[src/rtl/puf_eval_pkg.sv]
// puf_eval_pkg
// Shared definitions for the PUF challenge sequencer / response evaluator.
//   - state_t : evaluation FSM state encoding (IDLE, LAUNCH, REST, DONE)
//   - cnt_w   : counter width helper, $clog2(n) floored at one bit so that a
//               count range of a single value still gets a real register
//   - the named width helpers below apply cnt_w to the quantities the
//     controller counts: settle cycles, rest cycles, vote tallies, vote index
// Optional feature macro (used by puf_eval_ctrl): PUF_EVAL_VOTE_EN
package puf_eval_pkg;

  typedef enum logic [1:0] {
    IDLE   = 2'd0,
    LAUNCH = 2'd1,
    REST   = 2'd2,
    DONE   = 2'd3
  } state_t;

  function automatic int cnt_w(input int n);
    return (n > 1) ? $clog2(n) : 1;
  endfunction

  // Width of the counter timing the trigger-high phase: $clog2(SETTLE_CYC).
  function automatic int settle_w(input int settle_cyc);
    return cnt_w(settle_cyc);
  endfunction

  // Width of the counter timing the trigger-low phase: $clog2(REST_CYC).
  function automatic int rest_w(input int rest_cyc);
    return cnt_w(rest_cyc);
  endfunction

  // Width of a per-bit ones tally, which must hold 0..NVOTE: $clog2(NVOTE+1).
  function automatic int ones_w(input int nvote);
    return cnt_w(nvote + 1);
  endfunction

  // Width of the vote index, which holds 0..NVOTE-1: $clog2(NVOTE).
  function automatic int vidx_w(input int nvote);
    return cnt_w(nvote);
  endfunction

endpackage

[src/rtl/puf_sync2.sv]
// puf_sync2
// Two-flop synchronizer for a bus of independent asynchronous bits. Each bit
// is synchronized on its own; no cross-bit coherency is implied.
// Ports:
//   clk   : destination clock
//   rst_n : asynchronous active-low reset, both stages clear to 0
//   d     : asynchronous input bus (W bits)
//   q     : synchronized output bus (W bits), two cycles of latency
module puf_sync2 #(
  parameter int W = 8
) (
  input  logic         clk,
  input  logic         rst_n,
  input  logic [W-1:0] d,
  output logic [W-1:0] q
);

  logic [W-1:0] meta;

  // Two-stage capture pipeline; first stage may go metastable.
  always_ff @(posedge clk or negedge rst_n) begin
    if (!rst_n) begin
      meta <= '0;
      q    <= '0;
    end else begin
      meta <= d;
      q    <= meta;
    end
  end

endmodule

[src/rtl/puf_eval_ctrl.sv]
// puf_eval_ctrl
// Challenge sequencer and response evaluator for a 4-line OIPUF core.
// Accepts a challenge, fires NVOTE timed trigger pulses at the core, samples
// the synchronized arbiter outputs and stability flags once per pulse, and
// returns a majority-voted response with per-bit instability flags.
// Ports:
//   clk, rst_n        : clock, asynchronous active-low reset
//   chal_in/valid/ready : challenge input handshake
//   puf_chal, puf_trig  : challenge and trigger driven to the core
//   puf_resp, puf_stable_each : raw (asynchronous) core outputs
//   out_resp, out_resp_xor, out_unstable, out_valid/ready : result handshake
// Macro PUF_EVAL_VOTE_EN: when defined, majority over NVOTE evaluations;
// when undefined, a single evaluation per challenge with no vote counters.
module puf_eval_ctrl
  import puf_eval_pkg::*;
#(
  parameter int TW         = 4,
  parameter int ST         = 64,
  parameter int NVOTE      = 7,
  parameter int SETTLE_CYC = 8,
  parameter int REST_CYC   = 4
) (
  input  logic          clk,
  input  logic          rst_n,
  input  logic [ST-1:0] chal_in,
  input  logic          chal_valid,
  output logic          chal_ready,
  output logic [ST-1:0] puf_chal,
  output logic          puf_trig,
  input  logic [TW-1:0] puf_resp,
  input  logic [TW-1:0] puf_stable_each,
  output logic [TW-1:0] out_resp,
  output logic          out_resp_xor,
  output logic [TW-1:0] out_unstable,
  output logic          out_valid,
  input  logic          out_ready
);

  // One shared timer serves both phases, so it is sized for the longer one.
  localparam int SETTLE_W = settle_w(SETTLE_CYC);
  localparam int REST_W   = rest_w(REST_CYC);
  localparam int TMR_W    = (SETTLE_W > REST_W) ? SETTLE_W : REST_W;
  localparam logic [TMR_W-1:0] SETTLE_LAST = TMR_W'(SETTLE_CYC - 1);
  localparam logic [TMR_W-1:0] REST_LAST   = TMR_W'(REST_CYC - 1);

  // Reject configurations the timing scheme cannot honour: an even vote
  // count has no majority, and fewer than three settle cycles would let the
  // sample see data from before the trigger edge through the synchronizer.
  if ((NVOTE < 1) || ((NVOTE % 2) == 0) || (SETTLE_CYC < 3) || (REST_CYC < 1)) begin : g_bad_cfg
    $error("puf_eval_ctrl: illegal NVOTE/SETTLE_CYC/REST_CYC configuration");
  end

  state_t           state;
  state_t           next_state;
  logic [TMR_W-1:0] tmr;
  logic [TMR_W-1:0] tmr_next;
  logic             accept;
  logic             sample;
  logic             finish;
  logic             vote_last;
  logic [2*TW-1:0]  sync_q;
  logic [TW-1:0]    samp_resp;
  logic [TW-1:0]    samp_stab;
  logic [TW-1:0]    bad;
  logic [TW-1:0]    res_resp;
  logic [TW-1:0]    res_unstable;

  puf_sync2 #(
    .W (2*TW)
  ) u_sync (
    .clk   (clk),
    .rst_n (rst_n),
    .d     ({puf_stable_each, puf_resp}),
    .q     (sync_q)
  );

  assign samp_resp = sync_q[TW-1:0];
  assign samp_stab = sync_q[2*TW-1:TW];

`ifdef PUF_EVAL_VOTE_EN
  localparam int ONES_W = ones_w(NVOTE);
  localparam int VIDX_W = vidx_w(NVOTE);

  logic [TW-1:0][ONES_W-1:0] ones;
  logic [VIDX_W-1:0]         vidx;

  assign vote_last = (vidx == VIDX_W'(NVOTE - 1));

  // Vote index and per-bit ones tallies; cleared at challenge capture.
  always_ff @(posedge clk or negedge rst_n) begin
    if (!rst_n) begin
      vidx <= '0;
      ones <= '0;
    end else if (accept) begin
      vidx <= '0;
      ones <= '0;
    end else begin
      if (sample) begin
        for (int i = 0; i < TW; i++) begin
          ones[i] <= ones[i] + ONES_W'(samp_resp[i]);
        end
      end
      if ((state == REST) && (tmr == REST_LAST) && !vote_last) begin
        vidx <= vidx + VIDX_W'(1);
      end
    end
  end

  // Majority decision and instability per bit from the tallies.
  always_comb begin
    res_resp     = '0;
    res_unstable = '0;
    for (int i = 0; i < TW; i++) begin
      res_resp[i]     = (ones[i] > ONES_W'(NVOTE / 2));
      res_unstable[i] = bad[i] | ((ones[i] != ONES_W'(0)) && (ones[i] != ONES_W'(NVOTE)));
    end
  end
`else
  logic [TW-1:0] single;

  assign vote_last = 1'b1;

  // The one sample per challenge is kept as-is; cleared at capture.
  always_ff @(posedge clk or negedge rst_n) begin
    if (!rst_n) begin
      single <= '0;
    end else if (accept) begin
      single <= '0;
    end else if (sample) begin
      single <= samp_resp;
    end
  end

  // Without voting the response is the sample and only the flags matter.
  always_comb begin
    res_resp     = single;
    res_unstable = bad;
  end
`endif

  // Next-state, phase timer and event decode.
  always_comb begin
    next_state = state;
    tmr_next   = tmr;
    accept     = 1'b0;
    sample     = 1'b0;
    finish     = 1'b0;
    case (state)
      IDLE: begin
        if (chal_valid && chal_ready) begin
          accept     = 1'b1;
          next_state = LAUNCH;
          tmr_next   = '0;
        end else begin
          next_state = IDLE;
        end
      end
      LAUNCH: begin
        if (tmr == SETTLE_LAST) begin
          sample     = 1'b1;
          next_state = REST;
          tmr_next   = '0;
        end else begin
          tmr_next = tmr + TMR_W'(1);
        end
      end
      REST: begin
        if (tmr == REST_LAST) begin
          tmr_next = '0;
          if (vote_last) begin
            finish     = 1'b1;
            next_state = DONE;
          end else begin
            next_state = LAUNCH;
          end
        end else begin
          tmr_next = tmr + TMR_W'(1);
        end
      end
      DONE: begin
        if (out_valid && out_ready) begin
          next_state = IDLE;
        end else begin
          next_state = DONE;
        end
      end
      default: begin
        next_state = IDLE;
        tmr_next   = '0;
      end
    endcase
  end

  // State, timer and the state-decoded control outputs. The outputs are
  // loaded from next_state so they are flops yet track the state exactly.
  always_ff @(posedge clk or negedge rst_n) begin
    if (!rst_n) begin
      state      <= IDLE;
      tmr        <= '0;
      puf_trig   <= 1'b0;
      chal_ready <= 1'b1;
      out_valid  <= 1'b0;
    end else begin
      state      <= next_state;
      tmr        <= tmr_next;
      puf_trig   <= (next_state == LAUNCH);
      chal_ready <= (next_state == IDLE);
      out_valid  <= (next_state == DONE);
    end
  end

  // Challenge register, held from capture until the block is idle again.
  always_ff @(posedge clk or negedge rst_n) begin
    if (!rst_n) begin
      puf_chal <= '0;
    end else if (accept) begin
      puf_chal <= chal_in;
    end
  end

  // Sticky per-bit instability from the core's stability flags.
  always_ff @(posedge clk or negedge rst_n) begin
    if (!rst_n) begin
      bad <= '0;
    end else if (accept) begin
      bad <= '0;
    end else if (sample) begin
      bad <= bad | ~samp_stab;
    end
  end

  // Result registers; loaded only on entry to DONE so no partial result
  // is ever visible.
  always_ff @(posedge clk or negedge rst_n) begin
    if (!rst_n) begin
      out_resp     <= '0;
      out_resp_xor <= 1'b0;
      out_unstable <= '0;
    end else if (finish) begin
      out_resp     <= res_resp;
      out_resp_xor <= ^res_resp;
      out_unstable <= res_unstable;
    end
  end

endmodule

[config.mk]
export PLATFORM = sky130hd
export DESIGN_NAME = puf_eval_ctrl
export DESIGN_NICKNAME = d
export VERILOG_FILES = /design/src/rtl/puf_eval_pkg.sv /design/src/rtl/puf_sync2.sv /design/src/rtl/puf_eval_ctrl.sv
export SDC_FILE = /design/constraint.sdc
export NUM_CORES = 1
export LEC_CHECK = 0
export ABC_AREA = 1
export CAP_MARGIN = 20
export CORE_MARGIN = 5
export CORE_UTILIZATION = 48
export CTS_CLUSTER_DIAMETER = 50
export DETAILED_ROUTE_END_ITERATION = 6
export PLACE_DENSITY = 0.86
export SLEW_MARGIN = 20
export SYNTH_ARGS = -nofsm -noshare
export SYNTH_HDL_FRONTEND = slang
export SYNTH_SLANG_ARGS = --single-unit
[constraint.sdc]
create_clock -name clk -period 3 [get_ports clk]
set_input_delay 0.6 -clock clk [delete_from_list [all_inputs] [get_ports clk]]
set_output_delay 0.6 -clock clk [all_outputs]
set_load 0.01 [all_outputs]
# Word-level counts from Yosys, hierarchy flattened
# Index checks and enable logic that the tools add are counted.
# Widths: inputs -> output; s select.
[op_classes]
add_sub_neg = 1
eq_ne = 8
n_mux = 19
n_bitwise = 2
reduce_logical = 8
[op_table]
columns = ["operator", "n"]
rows = [
  ["$mux 4", 4],
  ["$mux 3", 3],
  ["$pmux 3 s3", 1],
  ["$pmux 2 s4", 1],
  ["$mux 1", 7],
  ["$eq 2x2->1 const B", 3],
  ["$mux 2", 3],
  ["$eq 2x1->1 const B", 2],
  ["$logic_not 2->1", 2],
  ["$not 4->4", 1],
  ["$or 4x4->4", 1],
  ["$reduce_xor 4->1", 1],
  ["$add 3x1->3 const B", 1],
  ["$eq 3x2->1 const B", 1],
  ["$eq 3x3->1 const B", 1],
  ["$reduce_bool 3->1", 1],
  ["$logic_and 1x1->1", 2],
  ["$ne 2x2->1 const B", 1],
  ["$reduce_and 2->1", 1],
  ["$reduce_bool 2->1", 1],
]
[word_totals]
reg_bits = 105
inputBits = 76
out_inout_bits = 76
elab_cells = 51

# Longest topological paths before layout
# Gate-level depths: netlist (run 1).
[logic_depth]
ltp_word = 5
depth_mapped = 10

# Hierarchy
# From an unflattened synthesis (run 1), not the netlist that was laid out.
[unflattened]
cells_unflattened = 427
area_unflattened_um2 = 4082.7
[by_module_without_submodules]
columns = ["mod", "instances", "cells_per_inst", "area_per_inst_um2", "seq_area_each_um2"]
rows = [
  ["puf_eval_ctrl", 1, 411, 3682.3, 2228.4],
  ["puf_sync2", 1, 16, 400.4, 400.4],
]

# Worst setup path after synthesis (run 1)
# OpenSTA, ideal clock, no wires.
[synth_timing]
path_type = "flip-flop to flip-flop"
startpoint = "reg tmr[0]"
endpoint = "reg single[2], in the netlist res_resp[2]"
setup_ns = 0.094
arrival_time_ns = 1.240
t_required_ns = 2.906
setup_slack_ns = 1.666
stages_incl_launch_ff = 7
period_less_slack_ns = 1.334
cell_sequence = "dfrtp_1 ha_1 ha_1 nand2_2 buf_4 nor2_1 a211oi_1"
[synth_between]
elab_chain_cells = 4
[synth_rtl]
columns = ["element", "line_no", "text"]
rows = [
  ["start, declared", "puf_eval_ctrl.sv:55", "logic [TMR_W-1:0] tmr;"],
  ["start signal, assigned", "puf_eval_ctrl.sv:205", "tmr <= tmr_next;"],
  ["$eq 3x3->1", "puf_eval_ctrl.sv:159", "if (tmr == SETTLE_LAST) begin"],
  ["$mux 1", "puf_eval_ctrl.sv:159", ""],
  ["$mux 1", "puf_eval_ctrl.sv:148", "case (state)"],
  ["$reduce_bool 2->1 (no line)", "-", ""],
  ["end signal, assigned", "puf_eval_ctrl.sv:130", "single <= samp_resp;"],
  ["end, declared", "puf_eval_ctrl.sv:119", "logic [TW-1:0] single;"],
]
# Every way passes these cells.
# A chain may end at the register's enable or synchronous reset.

# Worst setup path after layout (run 1)
[layout_timing]
startpoint = "reg chal_ready"
endpoint = "out chal_ready"
[layout_rtl]
columns = ["element", "line_no", "text"]
rows = [
  ["start, declared", "puf_eval_ctrl.sv:27", "output logic chal_ready,"],
  ["start signal, assigned", "puf_eval_ctrl.sv:207", "chal_ready <= (next_state == IDLE);"],
]
# No word-level cell between the ends.

==> metrics.txt, run 1 <==
Synth Cell Area=slightly above 0.004 mm^2; input/output buffers=151; Via Count=~3200; syn nets=511; unrepaired setup endpoints after global routing=false; Die Width=102.2 um; Tmin final=a little over 2000 ps; fillers=639; Routed Wire Length=9685 um; worst rel slew slack=56.53%; WL/cell=14.14 um; I/O Pins=152; CP Max Fanout=3; crit-path max cell delay=560 ps; hold-fix buffers at CTS=0; clk buf depth=2; Via density=4.683; Worst Path Arrival=between 1000 and 1500 ps; RR Startpoint=state[0]; max cap viols=0; die height=102.2 um; Combinational Power Share=39.7%; largest net degree at the start of global routing=65; Final Slew Violations=0; Core Area=0.008258 mm^2; Tightest Hold Check Type=input port to asynchronous set/reset pin; cell taking the most area after synthesis=dfrtp_1; htree depth=3; GR Util All Layers=19.45%; Netlist cell types=19; Post-Syn Area per Cell=9.561 um^2; post-synthesis instance total=427; fmax=a little under 500 MHz; Initial Utilization=between 40% and 50%; CP required=2400 ps; CTS sink cnt=105; Crit path max-delay family=flip-flops; Placed Cells incl. Taps=670; Worst-Margin Slew=652.1 ps; first-pass GRT wire length=16060 um; Detailed Place HPWL=about 7000 um; clk root buf=clkbuf_8; PwrDens=a little under 900 mW/mm^2; sequential share of the synthesized area=64.39%; Critical Path Start Type=flop; Net Switching=about 1700 uW; status=finished, final reports clean; ant diodes=0; Area Overhead vs Synth=41.86%; worst-path cell chain=clkdlybuf4s50_1; maximum VDD drop=0.4645 mV; highest routed metal layer=met4; clock slew at reported path FFs=90 ps; fin nets=660; number of post-CTS setup repair buffers=0; GPL Wtd Cong=just over 0.8; Crit Path Category=flop to primary output; Net Sw Frac=between 30 and 40%; setup violators final=0; Static Leak=0.002878 uW; Met3 Wirelength=753 um; CTS Buf Count=9; most area-consuming cells after synthesis=dfrtp_1, nand2_1, ha_1; met1 WL=4084 um; top-area cell type share of the netlist area=between 60% and 70%; CP endpoint kind=primary output; fin crit share=68.14%; worst reg2reg setup slack=roughly 1200 ps; Seq pwr share=42.0%; grt ovf=0; Clk network pwr share=a little under a fifth; Non-Filler Instances=685; # rows=33; Internal Pwr Total=3382 uW; Setup TNS=0 ps; vias in the first global route=3401; origin of the worst setup path=chal_ready; remaining antenna violation count=0; post-synthesis sequential element count=approximately 110; CTS tree=built; die area=0.01045 mm^2; share of layout cells above drive strength 1=3.621%; Critical-path top delay cell=dfstp_2; number of antenna violations at the first check in global routing=0; 1st-pass router iterations=4; cts repair resizes=0; Buf/Inv on CP=1; clock skew=12.49 ps; DRC viols=0; wire length on met2=4663 um; final hold violations=0; worst skew pair latency=~350 ps; Synth Warn #=0; Iter 0 DRT Violations=129
-- cells in the mapped netlist (all sizes together) --
| cell | count |
|---|---|
| buf | 9 |
| o211ai | 1 |
| inv | 19 |
| clkbuf | 7 |
| dfstp | 1 |
| dfrtp | 104 |
| o21ai | 9 |
| nand2 | 238 |
| nand3 | 3 |
| o21bai | 1 |
| nor2 | 21 |
| a211oi | 4 |
| a21oi | 2 |
| ha | 8 |
-- cell type report --
type,instances,area (um^2),area share (%)
flip-flops and latches,105,2629,45.39
repair buffers,154,1556,26.87
multi-input cells,287,1195,20.63
clock buffers,11,131.4,2.268
well taps,105,131.4,2.268
clock inverters,4,77.57,1.339
inverters,19,71.32,1.231
-- sequential cells by signal, indices dropped and copies added, names as in the netlist --
signal        flops
puf_trig          1
puf_chal         64
u_sync.q          8
tmr               3
bad               4
out_unstable      4
chal_ready        1
u_sync.meta       8
out_resp          4
out_resp_xor      1
out_valid         1
state             2
res_resp          4
-- final timing paths --
kind	depth (start not counted)	to
max	1	chal_ready
min	1	puf_chal[41]
max reg2reg	7	puf_chal[49]
min reg2reg	0	u_sync.q[4]
max in group asynchronous	2	chal_ready
min in group clk	0	u_sync.q[4]
-- power by group through the flow --
stage / sequential [uW] / clock (uW) / combinational, uW
final: 2120 / 923 / 2010
after global routing: 2180 / 1010 / 2220
after CTS: 2120 / 948 / 2040
after detailed placement: 2130 / 0 / 2040
after global placement: 2130 / 0 / 1960
after floorplan: 2310 / 0 / 762
-- layer usage --
| metal | global-route usage [%] | vias to the layer above |
|---|---|---|
| li1 | - | 1587 |
| met1 | 24.94 | 1488 |
| met2 | 32.53 | 119 |
| met3 | 4.505 | 14 |
| met4 | 6.963 | 0 |
| met5 | 0 | - |
-- logic make-up (layout without fill, tap and decap cells) --
logic type / after synthesis / in the layout / synth area share [%]
AOI/OAI and AO/OA: 17 / 17 / 2.452
adders and majority gates: 8 / 8 / 2.452
buffers and inverters: 35 / 188 / 6.344
DFF: 105 / 105 / 64.39
and+or+nand+nor: 262 / 262 / 24.36
-- layout by cell type (no fill, tap or decap), drive strengths merged --
cell type,instances
dfstp,1
o21bai,1
ha,8
dfrtp,104
nand2,238
nand3,3
bufinv,2
clkdlybuf4s50,150
clkbuf,11
a21oi,2
clkinv,1
a211oi,4
nor2,21
o211ai,1
inv,20
buf,4
o21ai,9
-- stage by stage --
stage | cell area [um^2] | setup WS [ps] | hold slack, ps | utilization (%) | power [uW]
after floorplan | 4083 | 1666 | 304.4 | - | 3075
after global placement | 5583 | 885.3 | 332.6 | 67.61 | 4090
after detailed placement | 5583 | 828.3 | 336.2 | 67.61 | 4166
after CTS | 5792 | 932.6 | 250.7 | 70.14 | 5112
after global routing | 5792 | 902.0 | 286.7 | 70.14 | 5416
final | 5792 | 955.7 | 241.7 | 70.14 | 5052
Power figures use the tool's default switching activity.
==> inputs of run 2 (changes only) <==
- CORE_UTILIZATION: 48 -> 44
- PLACE_DENSITY: 0.86 -> 0.8
- clock period: 3 -> 2 ns (I/O delays scaled with it)
==> run 2 against run 1 <==
Compared with the run above:
- clock skew increased by 0.74 ps
- critical endpoint unchanged
- register-to-register slack got worse by 770 ps
- global-route usage fell by 1.4 points
- total power rose by 49%
- clock power is 34% higher
- wire length increased by 2.4%
- via count increased by 1.9%
- final area up 0.76%
- largest power group unchanged
- non-clock buffer count grew 4
==> metrics.txt, run 2 (synthesis gave the netlist of run 1 again) <==
status=finished, final reports clean; fmax=531.4 MHz; CTS sink cnt=105; CTS tree=built; share of layout cells above drive strength 1=4.615%; GR Util All Layers=18.03%; ant diodes=0; Area Overhead vs Synth=42.94%; Crit path max-delay family=flip-flops; Routed Wire Length=9921 um; Tightest Hold Check Type=flop to flop; maximum VDD drop=0.6371 mV; final core occ=63.76%; largest net degree at the start of global routing=65; number of antenna violations at the first check in global routing=0; cts repair resizes=0; commonest non-fill, non-tap cell in the layout=nand2_1; first-pass GRT wire length=16450 um; hold-fix buffers at CTS=1; Detailed Place HPWL=about 7300 um; 1st-pass router iterations=4; Critical Path Start Type=flop; clock skew=13.23 ps; vias in the first global route=approximately 3400; grt ovf=0; Setup TNS=0 ps; CTS Buf Count=9; worst-path cell chain=clkdlybuf4s50_1; worst reg2reg setup slack=400 ps; biggest regs=puf_chal: 64 flops, u_sync.meta: 8 flops, u_sync.q: 8 flops; Die Width=106.3 um; GPL Wtd Cong=just under 0.8; remaining antenna violation count=0; WL/cell=around 14 um; CP endpoint kind=primary output; # rows=35; setup violators final=0; most frequent cells in the layout=nand2_1, clkdlybuf4s50_1, dfrtp_1, nor2_1, inv_1; Worst-Margin Slew=about 450 ps; Buf/Inv on CP=1; fin crit share=94.09%; Iter 0 DRT Violations=140; fillers=762; I/O Pins=152; Core Area=between 0.009 and 0.01 mm^2; CP Max Fanout=3; clock slew at reported path FFs=100 ps; Critical-path top delay cell=dfstp_2; die area=0.01131 mm^2; Via Count=3268; footprint of the multi-input gates=0.001195 mm^2; worst skew pair latency=roughly 360 ps; Crit Path Category=flop to primary output; fin nets=664; Via density=4.695; Worst Path Arrival=1480 ps; crit-path max cell delay=580 ps; Storage cell area=approximately 0.0026 mm^2; DRC viols=0; clk buf depth=2; unrepaired setup endpoints after global routing=false; clk root buf=clkbuf_8; final hold violations=0; input/output buffers=151; Top reg by flops=puf_chal; worst rel slew slack=70.26%; PwrDens=1286 mW/mm^2; die height=106.3 um; htree depth=3; Static Leak=between 0.002 and 0.003 uW; max cap viols=0; Tmin final=1882 ps; Initial Utilization=44.61%; Final Slew Violations=0; number of post-CTS setup repair buffers=0; CP required=1600 ps; max FFs per register=64
-- run 2: changes by cell type in the layout (fill, tap and decap cells not counted) --
cell / previous run / this run
clkbuf_1: 2 / 0
inv_6: 1 / 2
clkinvlp_4: 0 / 1
clkinv_2: 0 / 1
dlygate4sd3_1: 0 / 1
buf_12: 2 / 4
clkbuf_8: 9 / 10
buf_4: 2 / 3
bufinv_16: 2 / 0
inv_8: 0 / 1
-- run 2: area by class of cell --
| class | count | share of cell area, % |
|---|---|---|
| multi-input cells | 287 | 20.48 |
| flip-flops and latches | 105 | 45.05 |
| inverters | 19 | 1.222 |
| clock buffers | 10 | 2.358 |
| clock inverters | 6 | 0.8576 |
| well taps | 111 | 2.380 |
| repair buffers | 158 | 27.66 |
-- run 2: final timing paths --
check | start | endpoint | cells after the start
worst max-delay path | chal_ready | chal_ready | 1
worst min-delay path | u_sync.meta[6] | u_sync.q[6] | 0
worst max register to register | tmr[0] | puf_trig | 7
worst min register to register | u_sync.meta[6] | u_sync.q[6] | 0
max in group asynchronous | rst_n | puf_chal[24] | 3
min in group asynchronous | rst_n | puf_chal[51] | 2
-- run 2: through the flow --
stage	setup slack (ps)	hold WS (ps)	std cells	power (uW)	instance area, um^2
after floorplan	666.0	104.4	427	4613	4083
after detailed placement	416.1	263.1	679	6335	5638
final	118.2	358.5	696	7504	5836
after global placement	451.1	265.7	679	6207	5638
after global routing	64.13	371.4	696	8029	5836
after CTS	100.1	360.7	696	7609	5836
-- run 2: routing by layer --
| layer | share of wire (%) | GRT usage, % | up-vias |
|---|---|---|---|
| met3 | 7.5 | 5.647 | 11 |
| li1 | - | - | 1590 |
| met1 | 40 | 21.52 | 1554 |
| met2 | 52 | 31.49 | 113 |
| met5 | 0 | 0 | - |
| met4 | 1.1 | 4.810 | 0 |
-- run 2: where the power goes --
part | switching, uW | internal [uW]
clock network | 732 | 505
registers | 384 | 2800
logic | 1470 | 1620
total | 2590 | 4920
